## config.mk

```make
export PLATFORM = sky130hd
export DESIGN_NAME = dic_time_dpath
export DESIGN_NICKNAME = d
export VERILOG_FILES = /design/src/rtl/dic_time_dpath.sv
export SDC_FILE = /design/constraint.sdc
export NUM_CORES = 1
export LEC_CHECK = 0
export BUFFER_PORTS_ARGS = -buffer_cell sky130_fd_sc_hd__buf_4
export CELL_PAD_IN_SITES_DETAIL_PLACEMENT = 0
export CELL_PAD_IN_SITES_GLOBAL_PLACEMENT = 1
export CORE_MARGIN = 5
export CORE_UTILIZATION = 43
export CTS_CLUSTER_SIZE = 28
export DETAILED_ROUTE_END_ITERATION = 8
export PLACE_DENSITY_LB_ADDON = 0.1
export SLEW_MARGIN = 20
export SYNTH_ARGS = -nofsm -noshare
export SYNTH_HDL_FRONTEND = slang
export SYNTH_SLANG_ARGS = --single-unit
```

## constraint.sdc

```tcl
create_clock -name clk -period 3.15 [get_ports clk]
set_input_delay 0 -clock clk [delete_from_list [all_inputs] [get_ports clk]]
set_output_delay 0 -clock clk [all_outputs]
set_load 0.1 [all_outputs]
```

## src/rtl/dic_time_dpath.sv

```systemverilog
// -----------------------------------------------------------------------------
// dic_time_dpath
// Time-keeping datapath of the digital clock. Sits behind the clock control
// FSM: takes its run / per-digit load / per-digit display / alarm-enable
// strobes plus the decoded UART digit, keeps the MM:SS time and alarm
// registers, counts seconds, rings the alarm and drives registered,
// per-digit-blanked BCD digits to the display driver.
//
// Parameters:
//   CLK_PER_SEC    clk cycles per one-second tick
//   ALARM_RING_SEC ticks alarm_ring stays high after a match
//
// Ports:
//   clk, rst                      clock, synchronous active-high reset
//   dicRun                        time counting enabled
//   dicLd{Mtens,Mones,Stens,Sones}   load ld_digit into a time digit
//   alarmLd{Mtens,Mones,Stens,Sones} load ld_digit into an alarm digit
//   dicDsp{...} / alarmDsp{...}   per-digit visibility of time / alarm
//   alarm_en                      alarm armed
//   ld_digit[3:0]                 binary digit from the UART decoder
//   disp_mt/mo/st/so[3:0]         displayed BCD digits (registered)
//   disp_blank[3:0]               {mt,mo,st,so}, 1 = blank (registered)
//   tick_1s                       one-cycle pulse per second (registered)
//   alarm_ring                    alarm active (registered)
//
// Optional feature (compile-time macro ALARM_BLINK_EN): while ringing with
// the time source selected, all digits blank on alternate ticks.
// -----------------------------------------------------------------------------
module dic_time_dpath #(
  parameter int CLK_PER_SEC    = 12000000,
  parameter int ALARM_RING_SEC = 30
) (
  input  logic       clk,
  input  logic       rst,
  input  logic       dicRun,
  input  logic       dicLdMtens,
  input  logic       dicLdMones,
  input  logic       dicLdStens,
  input  logic       dicLdSones,
  input  logic       alarmLdMtens,
  input  logic       alarmLdMones,
  input  logic       alarmLdStens,
  input  logic       alarmLdSones,
  input  logic       dicDspMtens,
  input  logic       dicDspMones,
  input  logic       dicDspStens,
  input  logic       dicDspSones,
  input  logic       alarmDspMtens,
  input  logic       alarmDspMones,
  input  logic       alarmDspStens,
  input  logic       alarmDspSones,
  input  logic       alarm_en,
  input  logic [3:0] ld_digit,
  output logic [3:0] disp_mt,
  output logic [3:0] disp_mo,
  output logic [3:0] disp_st,
  output logic [3:0] disp_so,
  output logic [3:0] disp_blank,
  output logic       tick_1s,
  output logic       alarm_ring
);

  localparam int PSC_W  = (CLK_PER_SEC > 1) ? $clog2(CLK_PER_SEC) : 1;
  localparam int RING_W = (ALARM_RING_SEC > 1) ? $clog2(ALARM_RING_SEC) : 1;
  localparam logic [PSC_W-1:0]  PSC_LAST  = PSC_W'(CLK_PER_SEC - 1);
  localparam logic [RING_W-1:0] RING_LAST = RING_W'(ALARM_RING_SEC - 1);

  typedef enum logic {IDLE = 1'b0, RING = 1'b1} alarmState_t;

  // Tens digits hold 0..5, ones digits 0..9; out-of-range loads clamp.
  function automatic logic [3:0] satTens(input logic [3:0] d);
    satTens = (d > 4'd5) ? 4'd5 : d;
  endfunction

  function automatic logic [3:0] satOnes(input logic [3:0] d);
    satOnes = (d > 4'd9) ? 4'd9 : d;
  endfunction

  logic [PSC_W-1:0]  prescCnt_r;
  logic [RING_W-1:0] ringCnt_r;
  alarmState_t       alarmState_r;
  logic [3:0]        mtens_r, mones_r, stens_r, sones_r;
  logic [3:0]        alarmMt_r, alarmMo_r, alarmSt_r, alarmSo_r;
  logic [3:0]        incMt_s, incMo_s, incSt_s, incSo_s;
  logic              anyDicLd_s, anyAlarmDsp_s, tick_s, match_s, blinkForce_s;

  assign anyDicLd_s    = dicLdMtens | dicLdMones | dicLdStens | dicLdSones;
  assign anyAlarmDsp_s = alarmDspMtens | alarmDspMones | alarmDspStens | alarmDspSones;
  // A load cycle never produces a tick, so loads can't trigger the alarm.
  assign tick_s        = dicRun & ~anyDicLd_s & (prescCnt_r == PSC_LAST);
  assign match_s       = alarm_en & tick_s &
                         ({incMt_s, incMo_s, incSt_s, incSo_s} ==
                          {alarmMt_r, alarmMo_r, alarmSt_r, alarmSo_r});

  // Prescaler and registered one-second pulse.
  always_ff @(posedge clk) begin
    if (rst) begin
      prescCnt_r <= {PSC_W{1'b0}};
      tick_1s    <= 1'b0;
    end else begin
      tick_1s <= tick_s;
      if (anyDicLd_s) begin
        prescCnt_r <= {PSC_W{1'b0}};
      end else if (dicRun) begin
        prescCnt_r <= (prescCnt_r == PSC_LAST) ? {PSC_W{1'b0}} : prescCnt_r + PSC_W'(1);
      end else begin
        prescCnt_r <= prescCnt_r;
      end
    end
  end

  // Next time value for a one-second increment, BCD carries and 59:59 wrap.
  always_comb begin
    incMt_s = mtens_r;
    incMo_s = mones_r;
    incSt_s = stens_r;
    incSo_s = 4'd0;
    if (sones_r == 4'd9) begin
      incSo_s = 4'd0;
      if (stens_r == 4'd5) begin
        incSt_s = 4'd0;
        if (mones_r == 4'd9) begin
          incMo_s = 4'd0;
          if (mtens_r == 4'd5) begin
            incMt_s = 4'd0;
          end else begin
            incMt_s = mtens_r + 4'd1;
          end
        end else begin
          incMo_s = mones_r + 4'd1;
        end
      end else begin
        incSt_s = stens_r + 4'd1;
      end
    end else begin
      incSo_s = sones_r + 4'd1;
    end
  end

  // Time registers: per-digit load wins, otherwise advance on the tick.
  always_ff @(posedge clk) begin
    if (rst) begin
      mtens_r <= 4'd0;
      mones_r <= 4'd0;
      stens_r <= 4'd0;
      sones_r <= 4'd0;
    end else if (anyDicLd_s) begin
      mtens_r <= dicLdMtens ? satTens(ld_digit) : mtens_r;
      mones_r <= dicLdMones ? satOnes(ld_digit) : mones_r;
      stens_r <= dicLdStens ? satTens(ld_digit) : stens_r;
      sones_r <= dicLdSones ? satOnes(ld_digit) : sones_r;
    end else if (tick_s) begin
      mtens_r <= incMt_s;
      mones_r <= incMo_s;
      stens_r <= incSt_s;
      sones_r <= incSo_s;
    end else begin
      mtens_r <= mtens_r;
      mones_r <= mones_r;
      stens_r <= stens_r;
      sones_r <= sones_r;
    end
  end

  // Alarm registers: load only, never count.
  always_ff @(posedge clk) begin
    if (rst) begin
      alarmMt_r <= 4'd0;
      alarmMo_r <= 4'd0;
      alarmSt_r <= 4'd0;
      alarmSo_r <= 4'd0;
    end else begin
      alarmMt_r <= alarmLdMtens ? satTens(ld_digit) : alarmMt_r;
      alarmMo_r <= alarmLdMones ? satOnes(ld_digit) : alarmMo_r;
      alarmSt_r <= alarmLdStens ? satTens(ld_digit) : alarmSt_r;
      alarmSo_r <= alarmLdSones ? satOnes(ld_digit) : alarmSo_r;
    end
  end

  // Alarm FSM: ring for ALARM_RING_SEC ticks after a match, disarm drops it.
  always_ff @(posedge clk) begin
    if (rst) begin
      alarmState_r <= IDLE;
      ringCnt_r    <= {RING_W{1'b0}};
      alarm_ring   <= 1'b0;
    end else begin
      case (alarmState_r)
        IDLE: begin
          if (match_s) begin
            alarmState_r <= RING;
            ringCnt_r    <= {RING_W{1'b0}};
            alarm_ring   <= 1'b1;
          end else begin
            alarmState_r <= IDLE;
            ringCnt_r    <= ringCnt_r;
            alarm_ring   <= 1'b0;
          end
        end
        RING: begin
          if (!alarm_en) begin
            alarmState_r <= IDLE;
            ringCnt_r    <= ringCnt_r;
            alarm_ring   <= 1'b0;
          end else if (match_s) begin
            alarmState_r <= RING;
            ringCnt_r    <= {RING_W{1'b0}};
            alarm_ring   <= 1'b1;
          end else if (tick_s && (ringCnt_r == RING_LAST)) begin
            alarmState_r <= IDLE;
            ringCnt_r    <= ringCnt_r;
            alarm_ring   <= 1'b0;
          end else if (tick_s) begin
            alarmState_r <= RING;
            ringCnt_r    <= ringCnt_r + RING_W'(1);
            alarm_ring   <= 1'b1;
          end else begin
            alarmState_r <= RING;
            ringCnt_r    <= ringCnt_r;
            alarm_ring   <= 1'b1;
          end
        end
        default: begin
          alarmState_r <= IDLE;
          ringCnt_r    <= {RING_W{1'b0}};
          alarm_ring   <= 1'b0;
        end
      endcase
    end
  end

`ifdef ALARM_BLINK_EN
  logic blinkPhase_r;

  // Blink phase: visible on ring entry, flips on every tick while ringing.
  always_ff @(posedge clk) begin
    if (rst) begin
      blinkPhase_r <= 1'b0;
    end else if ((alarmState_r == IDLE) && match_s) begin
      blinkPhase_r <= 1'b0;
    end else if ((alarmState_r == RING) && tick_s) begin
      blinkPhase_r <= ~blinkPhase_r;
    end else begin
      blinkPhase_r <= blinkPhase_r;
    end
  end

  assign blinkForce_s = alarm_ring & blinkPhase_r;
`else
  assign blinkForce_s = 1'b0;
`endif

  // Display register: alarm source if any alarm digit is visible, else time.
  always_ff @(posedge clk) begin
    if (rst) begin
      disp_mt    <= 4'd0;
      disp_mo    <= 4'd0;
      disp_st    <= 4'd0;
      disp_so    <= 4'd0;
      disp_blank <= 4'b1111;
    end else if (anyAlarmDsp_s) begin
      disp_mt    <= alarmMt_r;
      disp_mo    <= alarmMo_r;
      disp_st    <= alarmSt_r;
      disp_so    <= alarmSo_r;
      disp_blank <= ~{alarmDspMtens, alarmDspMones, alarmDspStens, alarmDspSones};
    end else begin
      disp_mt    <= mtens_r;
      disp_mo    <= mones_r;
      disp_st    <= stens_r;
      disp_so    <= sones_r;
      disp_blank <= blinkForce_s ? 4'b1111
                                 : ~{dicDspMtens, dicDspMones, dicDspStens, dicDspSones};
    end
  end

endmodule

```

; After elaboration in Yosys (flattened, before gate mapping)
; Index checks and enable logic that the tools add are counted.
[word_totals]
ff_bits = 83
out_inout_bits = 22
[op_classes]
add_sub_neg = 6
order_cmp = 2
eq_ne = 15
muxes = 41
n_bitwise = 14
n_reduce_logical = 8
[ops]
columns = operator, n
row1 = $mux 4, 29
row2 = $mux 5, 5
row3 = $add 24x1->24 const B, 1
row4 = $eq 24x24->1 const B, 1
row5 = $mux 24, 1
row6 = $add 4x1->4 const B, 4
row7 = $eq 16x16->1, 1
row8 = $ne 2x2->1 const B, 6
row9 = $pmux 5 s2, 1
row10 = $eq 4x3->1 const B, 2
row11 = $eq 4x4->1 const B, 2
row12 = $not 4->4, 2
row13 = $reduce_and 2->1, 4
row14 = $or 1x1->1, 6
row15 = $add 5x1->5 const B, 1
row16 = $eq 5x5->1 const B, 1
row17 = $and 1x1->1, 4
row18 = $gt 4x3->1 const B, 1
row19 = $gt 4x4->1 const B, 1
row20 = $mux 1, 4
row21 = $reduce_and 4->1, 1
row22 = $ne 3x1->1 const B, 1
row23 = $ne 3x3->1 const B, 1
row24 = $not 1->1, 2
row25 = other kinds (4), 4

; Depth between registers and ports, before layout
; Gate-level depths: netlist of the first run.
[logic_depth]
depth_word = 11
ltp_mapped = 9
mapped_depth_nobuf = 9

; Worst setup path before layout of the first run
; OpenSTA, ideal clock, no wires.
[synth_path]
kind = flip-flop to flip-flop
startpoint = reg stens_r[0]
endpoint = reg alarmState_r
t_arrival_ns = 2.714
t_required_ns = 3.060
setup_slack_ns = 0.346
stages_incl_launch_ff = 9
path_buffers = 0
synth_period_minus_slack_ns = 2.804
cell_sequence = dfxtp_1 -> ha_1 -> nand3b_1 -> nor2_1 -> nand2_1 -> or4b_2 -> and4_2 -> or4_1 -> a221oi_2
[synth_via]
elab_chain_len = 8
elab_cells_between_ends = 14
cone_classes = 1 x add/sub / 2 x eq/ne / 10 x mux / 1 x bitwise
[synth_lines]
columns = item, line_no
row1 = from (decl), 82  ; logic [3:0] mtens_r, mones_r, stens_r, sones_r;
row2 = from (signal assigned), 150  ; stens_r <= dicLdStens ? satTens(ld_digit) : stens_r;
row3 = from (signal assigned), 155  ; stens_r <= incSt_s;
row4 = from (signal assigned), 160  ; stens_r <= stens_r;
row5 = $add 4x1->4 / $eq 4x3->1 (equally long branches), "133, 120"
row6 = $mux 4, 120  ; if (stens_r == 4'd5) begin
row7 = $mux 4, 118  ; if (sones_r == 4'd9) begin
row8 = $eq 16x16->1 (*), 92  ; ({incMt_s, incMo_s, incSt_s, incSo_s} ==
row9 = $and 1x1->1 (*), 91  ; assign match_s = alarm_en & tick_s &
row10 = $mux 1, 204  ; end else if (match_s) begin
row11 = $mux 1, 200  ; if (!alarm_en) begin
row12 = $pmux 1 s2 (*), 187  ; case (alarmState_r)
row13 = to (signal assigned), 190  ; alarmState_r <= RING;
row14 = to (signal assigned), 201  ; alarmState_r <= IDLE;
row15 = to (signal assigned), 205  ; alarmState_r <= RING;
row16 = to (decl), 81  ; alarmState_t alarmState_r;
; Every way passes the cells marked *; elsewhere a longest branch is shown, timed or not.
; A chain may end at the register's enable or synchronous reset.

; Worst setup path in the final report of the first run
[layout_path]
startpoint = reg stens_r[1]
endpoint = reg alarmState_r
; The elaborated chain is that of the path after synthesis.

==> results of run 1 <==
==> critical path, delay by kind of cell (launching register included) <==
family,cells,cell delay [ns]
adder cells (fa/ha/maj),1,0.21
AO/OA/AOI/OAI,3,0.70
AND/OR/NAND/NOR,4,1.12
flip-flops,1,0.41
buffers and inverters,3,0.43
==> metrics by stage <==
stage          utilization  hold WS, ns  total power, W  cell area [um^2]
2_1_floorplan            -      0.07615        0.001353              4252
3_3_place_gp        0.4870       0.2423        0.001449              4738
3_5_place_dp        0.4870       0.2412        0.001451              4738
4_1_cts             0.5306      0.02744        0.002475              5162
5_1_grt             0.5322      0.05996        0.002561              5177
6_report            0.5322      0.04929        0.002461              5177
==> per-layer routing <==
metal,global-route usage,wire [um],vias up
met5,0,0,-
met4,0.06589,222,0
met3,0.02995,539,21
met2,0.3043,5030,87
met1,0.2719,5369,1780
li1,-,-,1926
==> where the power goes <==
group          internal [W]  total, W  switching [W]
clock network      0.000610   0.00101       0.000403
logic              0.000123  0.000329       0.000206
registers           0.00108   0.00112      0.0000387
==> path summary, 6_finish.rpt <==
kind	start	to	slack, ns	depth (start not counted)
worst max-delay path	stens_r[1]$_SDFFE_PP0P_	alarmState_r$_SDFF_PP0_	0.20	11
worst max register to register	stens_r[1]$_SDFFE_PP0P_	alarmState_r$_SDFF_PP0_	0.20	11
worst min register to register	alarmMo_r[0]$_SDFFE_PP0P_	disp_mo[0]$_SDFF_PP0_	0.50	2
worst min-delay path	dicLdSones	tick_1s$_SDFF_PP0_	0.05	6
==> cells by family (layout without fill, tap and decap cells) <==
group / Yosys count / after routing
mux: 14 / 14
simple gates: 236 / 236
flops: 83 / 83
xor+xnor: 37 / 37
fa+ha+maj: 9 / 9
compound gates: 99 / 99
buf+inv: 37 / 100
==> timing repair <==
action,in CTS,in global routing
endpoints found under the setup margin,0,6
endpoints found under the hold margin,25,0
hold buffers,16,0
resized for setup,0,4
==> layout by cell type, fill, tap and decap left out, drive strengths merged, types with 5 or more instances in the layout <==
cell type / instances
inv: 11
dlygate4sd3: 16
nor2b: 8
o21ai: 12
nor3: 14
and3: 6
mux2i: 14
buf: 58
ha: 9
clkbuf: 10
xor2: 21
nand4: 10
nand3: 17
a21o: 5
a211oi: 12
nand2b: 8
xnor2: 16
dfxtp: 83
nand2: 51
nor4: 9
a21oi: 40
nor2: 79
==> layout make-up <==
class                           instances  share of cell area
Sequential cell                        83              0.3214
Timing Repair Buffer                   74              0.1150
Clock inverter                          6             0.02634
Tap cell                              133             0.03214
Clock buffer                           10             0.02465
Inverter                               10            0.007250
Multi-Input combinational cell        395              0.4732
==> flow_metrics.py, run 1 <==
metrics = {
    "floorplan": {
        "die_width_um": 109.4,
        "core_area_um2": 9729,
        "die-height_um": 109.4,
        "die_area_um2": 11980,
        "start_util": 0.4370,
        "io_pins": 46,
        "rows": 36,
    },
    "setup_path": {
        "crit_path_start_kind": "flop",
        "path_cells": "inv_1, ha_1, nand3b_1, buf_4, nand4b_1, o211a_1, a2111oi_1, buf_4, nand4_1, or4_1, a221oi_2",
        "crit_fanout": 8,
        "required_ns": 3.42,
        "crit_path_end_kind": "flop",
        "critPathSlowestCell": "or4_1",
        "worstSetupPathType": "flop to flop",
        "arrival_ns": 3.23,
        "path_common_cell": "buf_4",
        "crit_path_max_incr_delay_ns": 0.58,
    },
    "layout": {
        "diodes": 0,
        "regArea_um2": 1664,
        "fill_cells": 962,
        "top_regs": "prescCnt_r (24), ringCnt_r (5)",
        "nets": 606,
        "area_growth_pct": 21.78,
        "layout-drive-gt1-share": 0.1574,
        "multi_input_area_um2": 2450,
        "layoutNonFillerInstCount": 711,
        "top_register": "prescCnt_r",
        "largest_reg_flops": 24,
    },
    "synth": {
        "syn_inst": 515,
        "syn_area_per_cell_um2": 8.255,
        "ys_seq_elements": 83,
        "netlist_top_cells_area": "dfxtp_1 39%, nor2_1 7.0%, a21oi_1 4.7%",
        "synth-async-reset-ratio": 0,
        "synthMuxAreaShare": 0.03296,
        "synth_fp_nets": 548,
        "synth_edf_count": 0,
        "yosysTopAreaCellShare": 0.3908,
        "ys_seq_area_frac": 0.3908,
        "synth_top_cell_by_area": "dfxtp_1",
        "synth_top_flop_cell": "dfxtp_1",
        "synth_top_family_by_area": "simple AND/OR/NAND/NOR gates",
        "yosysMostFrequentCell": "dfxtp_1",
        "synth_xor_area_frac": 0.07622,
        "synth_cell_types": 61,
        "synth_common_cells": "83 x dfxtp_1, 79 x nor2_1, 51 x nand2_1",
        "synth-compound-area-share": 0.1501,
        "yosys_warnings": 0,
        "synth_fa_ha_area_frac": 0.02649,
        "yosys.area_share.simple": 0.2861,
        "netlist_area_um2": 4252,
    },
    "clock_network": {
        "cts.root.buffer_cell": "clkbuf_8",
        "cts_tree": "built",
        "cts_max_path_buffers": 2,
        "cts_sinks": 83,
        "post_cts.repair.setup_buffers": 0,
        "cts.clk_slew.worst_paths_ns": 0.09,
        "htreeDepth": 3,
        "cts_made_buffers": 9,
        "clk_latency_ns": 0.36,
    },
    "power": {
        "powerDensity_nw_per_um2": 475.3,
        "power.leakage_nw": 1.943,
        "ir_drop_mv": 0.2795,
    },
    "worst_hold_path": {
        "worst_hold_path_type": "input port to flop",
    },
    "global_routing": {
        "grt_pass1_vias": 3578,
        "overflow": 0,
        "grt_first_pass_wirelength_mm": 18.35,
        "grt_max_degree": 51,
        "track_usage": 0.1941,
        "grt_antenna_before_repair": 0,
    },
    "drt": {
        "drc_errors": 0,
        "ant_nets": 0,
        "routed_wl_mm": 11.16,
        "vias": 3814,
        "drtPass1Iterations": 5,
        "drt_iter0_drc": 309,
        "wire_per_inst_um": 15.70,
        "via_per_inst": 5.364,
    },
    "placed_design": {
        "place_ws_ns": 0.1831,
        "gp_congestion": 0.8431,
        "dp_cells": 679,
        "io_buffers": 45,
        "post-dp-hpwl_mm": 7.889,
    },
    "flow_run": {
        "cap_violations": 0,
    },
    "timing": {
        "final.setup.tns_ns": 0,
        "worstMarginPinSlew_ns": 0.8479,
        "drv_slew": 0,
        "hold_viol_final": 0,
        "max-slew-margin-rel": 0.4348,
        "fin_ws_ns": 0.1953,
        "fin_crit_sh": 0.9380,
        "fin_skew_ns": 0.009331,
        "rsz0062_at_grt": "false",
        "min_period_ns": 2.955,
        "setup_violations": 0,
        "timing.fmax_mhz": 338.4,
    },
    "outcome": {
        "status": "complete, no violations",
    },
}
No activity file was read; power rests on OpenSTA's default activity.
==> run 2: changes to the inputs <==
CTS_BUF_LIST = sky130_fd_sc_hd__clkbuf_4   (was not set)
==> flow_metrics.py, run 2 (same netlist as run 1, synthesis figures left out) <==
metrics = {
    "setup_path": {
        "required_ns": 3.52,
        "worstSetupPathType": "flop to flop",
        "arrival_ns": 3.28,
        "crit_fanout": 7,
        "crit_path_start_kind": "flop",
        "rr_startpoint": "prescCnt_r[15]$_SDFFE_PP0P_",
        "critPathLaunch": "prescCnt_r[15]$_SDFFE_PP0P_",
        "crit_path_end_kind": "flop",
    },
    "placed_design": {
        "post-dp-hpwl_mm": 7.889,
        "placed_area_um2": 4738,
        "gp_congestion": 0.8431,
        "io_buffers": 45,
    },
    "power": {
        "switchingPower_w": 0.0006356,
        "power.leakage_nw": 1.968,
        "powerDensity_nw_per_um2": 448.5,
        "intPower_w": 0.001705,
        "clkPwrFrac": 0.376,
        "swShare": 0.2715,
        "total_power_w": 0.002341,
        "ir_drop_mv": 0.2148,
        "pwr-share-seq": 0.479,
        "power.share.combinational": 0.145,
    },
    "layout": {
        "final_cell_mix": "81 x dfxtp_1, 79 x nor2_1, 58 x buf_4, 51 x nand2_1, 40 x a21oi_1",
        "diodes": 0,
        "largest_reg_flops": 24,
        "final_common_cell": "dfxtp_1",
        "top_regs": "prescCnt_r (24), ringCnt_r (5)",
        "top_register": "prescCnt_r",
        "area_growth_pct": 22.78,
        "layout-drive-gt1-share": 0.1584,
        "fin_area_um2": 5220,
        "utilization": 0.5365,
        "nets": 615,
    },
    "outcome": {
        "status": "complete, no violations",
    },
    "global_routing": {
        "grt_antenna_before_repair": 0,
        "grt_max_degree": 51,
        "overflow": 0,
        "grt_pass1_vias": 3623,
        "track_usage": 0.1968,
        "grt_first_pass_wirelength_mm": 18.51,
    },
    "timing": {
        "min_period_ns": 2.914,
        "whs_ns": 0.009315,
        "hold_viol_final": 0,
        "timing.fmax_mhz": 343.2,
        "rsz0062_at_grt": "false",
        "worstMarginPinSlew_ns": 0.8835,
        "drv_slew": 0,
        "fin_crit_sh": 0.9251,
        "max-slew-margin-rel": 0.4110,
        "final.setup.tns_ns": 0,
        "setup_violations": 0,
        "fin_skew_ns": 0.01295,
    },
    "floorplan": {
        "die_area_um2": 11980,
        "start_util": 0.4370,
        "io_pins": 46,
        "core_area_um2": 9729,
        "die-height_um": 109.4,
        "rows": 36,
        "die_width_um": 109.4,
    },
    "drt": {
        "routed_wl_mm": 11.30,
        "drt_iter0_drc": 355,
        "drc_errors": 0,
        "drtPass1Iterations": 5,
        "via_per_inst": 5.378,
        "wire_per_inst_um": 15.69,
        "ant_nets": 0,
        "vias": 3872,
    },
    "clock_network": {
        "cts_tree": "built",
        "cts_max_path_buffers": 2,
        "cts.clk_slew.worst_paths_ns": 0.14,
        "clk_latency_ns": 0.45,
        "cts.root.buffer_cell": "clkbuf_4",
        "htreeDepth": 3,
        "cts_sinks": 83,
        "cts_made_buffers": 9,
    },
    "flow_run": {
        "cap_violations": 0,
    },
    "worst_hold_path": {
        "worst_hold_path_type": "input port to flop",
        "min_from": "ld_digit[2]",
    },
}
==> run 2: changes by cell type in the layout (fill, tap and decap cells not counted) <==
cell,before,now
a2111oi_2,0,1
clkbuf_1,1,0
a2111oi_1,1,0
clkbuf_8,9,0
clkbuf_4,0,10
dlygate4sd3_1,16,25
==> run 2: timing repair <==
item                                    CTS  global route
endpoints found under the hold margin    39             0
setup buffers                             0             0
resized for setup                         0             5
hold buffers                             25             0
endpoints found under the setup margin    0             6
==> run 2: final timing paths <==
kind / to / slack [ns] / cells past startpoint
max reg2reg: alarmState_r$_SDFF_PP0_ / 0.24 / 7
min: alarmSt_r[2]$_SDFFE_PP0P_ / 0.009 / 3
max: alarmState_r$_SDFF_PP0_ / 0.24 / 7
min reg2reg: disp_mo[0]$_SDFF_PP0_ / 0.50 / 2
==> run 2: worst max-delay path, cell delays in order (launching register included) <==
cell      delay, ns
dfxtp_1        0.40
or4b_1         0.48
or4_4          0.45
nor3_2         0.23
nand2_1        0.08
or4_4          0.55
or4_1          0.43
a221oi_2       0.23
==> run 2: metrics by stage <==
step                      cells  worst slack (ns)
after floorplan             515            0.3464
after global placement      679            0.3304
after detailed placement    679            0.1831
after CTS                   720           0.08338
after global routing        720           0.05889
final                       720            0.2360
==> run 2: power groups by stage <==
| stage | sequential (W) | clock, W | combinational [W] |
|---|---|---|---|
| after floorplan | 0.00120 | 0 | 0.000155 |
| after global placement | 0.00114 | 0 | 0.000307 |
| after detailed placement | 0.00114 | 0 | 0.000307 |
| after CTS | 0.00112 | 0.000902 | 0.000333 |
| after global routing | 0.00113 | 0.000945 | 0.000367 |
| final | 0.00112 | 0.000881 | 0.000339 |
==> run 2: final cells by class <==
type	instances	area (um^2)
fillers	961	4509
multi-input cells	395	2455
flip-flops and latches	83	1664
repair buffers	83	685.7
well taps	133	166.4
clock inverters	6	136.4
clock buffers	10	75.07
inverters	10	37.54
==> run 2: layer usage <==
layer,global-route usage,wire [um]
met1,0.2720,5465
met2,0.3139,5257
met3,0.03406,420
met4,0.05877,155
met5,0,0
==> run 3: changes to the inputs <==
CORE_UTILIZATION = 30   (was 43)
==> flow_metrics.py, run 3 (same netlist as run 1, synthesis figures left out) <==
metrics = {
    "drt": {
        "wire_per_inst_um": 15.67,
        "drt_iter0_drc": 315,
        "drtPass1Iterations": 4,
        "ant_nets": 0,
        "via_per_inst": 4.987,
        "vias": 3840,
        "routed_wl_mm": 12.06,
        "drc_errors": 0,
    },
    "power": {
        "power.leakage_nw": 1.965,
        "switchingPower_w": 0.0006299,
        "ir_drop_mv": 0.2054,
        "pwr-share-seq": 0.482,
        "powerDensity_nw_per_um2": 439.6,
        "clkPwrFrac": 0.369,
        "swShare": 0.2718,
        "power.share.combinational": 0.150,
        "intPower_w": 0.001688,
    },
    "placed_design": {
        "place_ws_ns": 0.2164,
        "placed_area_um2": 4827,
        "gp_congestion": 0.8676,
        "io_buffers": 45,
        "post-dp-hpwl_mm": 8.522,
    },
    "setup_path": {
        "r2r-end": "alarmState_r$_SDFF_PP0_",
        "worstSetupPathType": "flop to flop",
        "path_cells": "ha_1, nand3b_1, nor2_1, nand2_1, or4b_2, and4_2, or4_1, a221oi_2",
        "crit_path_max_incr_delay_ns": 0.60,
        "rr_startpoint": "stens_r[0]$_SDFFE_PP0P_",
        "crit_path_end_kind": "flop",
        "required_ns": 3.53,
        "reg2reg_slack_ns": 0.20,
        "crit_path_start_kind": "flop",
        "arrival_ns": 3.33,
        "rr_worst_depth": 8,
        "crit_fanout": 8,
        "critPathSlowestCell": "or4b_2",
    },
    "clock_network": {
        "cts.root.buffer_cell": "clkbuf_4",
        "htreeDepth": 3,
        "cts_max_path_buffers": 2,
        "cts_sinks": 83,
        "cts_tree": "built",
        "clk_latency_ns": 0.46,
        "cts.clk_slew.worst_paths_ns": 0.14,
        "cts_made_buffers": 9,
    },
    "layout": {
        "regArea_um2": 1662,
        "final_common_cell": "dfxtp_1",
        "final_cell_mix": "83 x dfxtp_1, 79 x nor2_1, 62 x buf_4, 51 x nand2_1, 40 x a21oi_1",
        "top_regs": "prescCnt_r (24), ringCnt_r (5)",
        "area_growth_pct": 24.01,
        "nets": 618,
        "layout-drive-gt1-share": 0.1579,
        "largest_reg_flops": 24,
        "fin_area_um2": 5273,
        "utilization": 0.3798,
        "top_register": "prescCnt_r",
        "fill_cells": 1473,
        "multi_input_area_um2": 2444,
    },
    "timing": {
        "rsz0062_at_grt": "false",
        "fin_crit_sh": 0.9357,
        "whs_ns": 0.04899,
        "final.setup.tns_ns": 0,
        "worstMarginPinSlew_ns": 0.9212,
        "max-slew-margin-rel": 0.3859,
        "drv_slew": 0,
        "hold_viol_final": 0,
        "min_period_ns": 2.947,
        "fin_ws_ns": 0.2026,
        "timing.fmax_mhz": 339.3,
        "fin_skew_ns": 0.01648,
        "setup_violations": 0,
    },
    "flow_run": {
        "cap_violations": 0,
    },
    "global_routing": {
        "grt_max_degree": 51,
        "overflow": 0,
        "grt_pass1_vias": 3658,
        "grt_antenna_before_repair": 1,
        "track_usage": 0.1499,
        "grt_first_pass_wirelength_mm": 19.46,
    },
    "outcome": {
        "status": "complete, no violations",
    },
    "floorplan": {
        "io_pins": 46,
        "die_width_um": 129.0,
        "rows": 43,
        "start_util": 0.3063,
        "die_area_um2": 16650,
        "die-height_um": 129.0,
        "core_area_um2": 13880,
    },
    "worst_hold_path": {
        "whs_endpoint": "alarmMo_r[1]$_SDFFE_PP0P_",
        "whs_path_depth": 4,
        "worst_hold_path_type": "input port to flop",
        "min_from": "ld_digit[1]",
    },
}
## run 3: critical path, delay by kind of cell (launching register included)
family / cells / cell delay [ns]
AND/OR/NAND/NOR: 6 / 1.94
flip-flops: 1 / 0.47
adder cells (fa/ha/maj): 1 / 0.24
AO/OA/AOI/OAI: 1 / 0.21
## run 3: worst max-delay path by stage
stage                                        from                      end  slack, ns  cells after the start
after floorplan           stens_r[0]$_SDFFE_PP0P_  alarmState_r$_SDFF_PP0_       0.35                      8
after global placement    sones_r[2]$_SDFFE_PP0P_  alarmState_r$_SDFF_PP0_       0.20                      8
after detailed placement  sones_r[2]$_SDFFE_PP0P_  alarmState_r$_SDFF_PP0_       0.22                      8
after CTS                 sones_r[2]$_SDFFE_PP0P_  alarmState_r$_SDFF_PP0_       0.18                      8
after global routing      stens_r[0]$_SDFFE_PP0P_  alarmState_r$_SDFF_PP0_       0.02                      8
final                     stens_r[0]$_SDFFE_PP0P_  alarmState_r$_SDFF_PP0_       0.20                      8
## run 3: power groups by stage
| stage | sequential, W | clock, W | combinational, W |
|---|---|---|---|
| floorplan | 0.00120 | 0 | 0.000155 |
| global placement | 0.00114 | 0 | 0.000322 |
| detailed placement | 0.00114 | 0 | 0.000321 |
| CTS | 0.00112 | 0.000892 | 0.000346 |
| global route | 0.00112 | 0.000932 | 0.000375 |
| finish | 0.00112 | 0.000855 | 0.000347 |
## run 3: metrics by stage
step | cells | total power, W
floorplan | 515 | 0.001353
global placement | 730 | 0.001462
detailed placement | 730 | 0.001461
CTS | 769 | 0.002355
global route | 770 | 0.002429
finish | 770 | 0.002318
## run 3: final cells by class
class	count	share of cell area
well taps	180	0.04271
inverters	10	0.007119
flip-flops and latches	83	0.3151
multi-input cells	395	0.4635
repair buffers	86	0.1338
clock inverters	6	0.02444
diodes	1	0.0004746
clock buffers	9	0.01281
## run 3: layer usage
| metal | global-route usage | part of all wire | wire, um |
|---|---|---|---|
| met4 | 0.06238 | 0.021 | 258 |
| met1 | 0.2165 | 0.51 | 6097 |
| met2 | 0.2165 | 0.42 | 5087 |
| met5 | 0 | 0 | 0 |
| met3 | 0.03092 | 0.051 | 619 |
## run 3: what timing repair did
item                                    in CTS  in global routing
resized for setup                            0                  2
buffers inserted                             0                  0
endpoints found under the hold margin       42                  0
endpoints found under the setup margin       0                  2
hold buffers                                24                  0
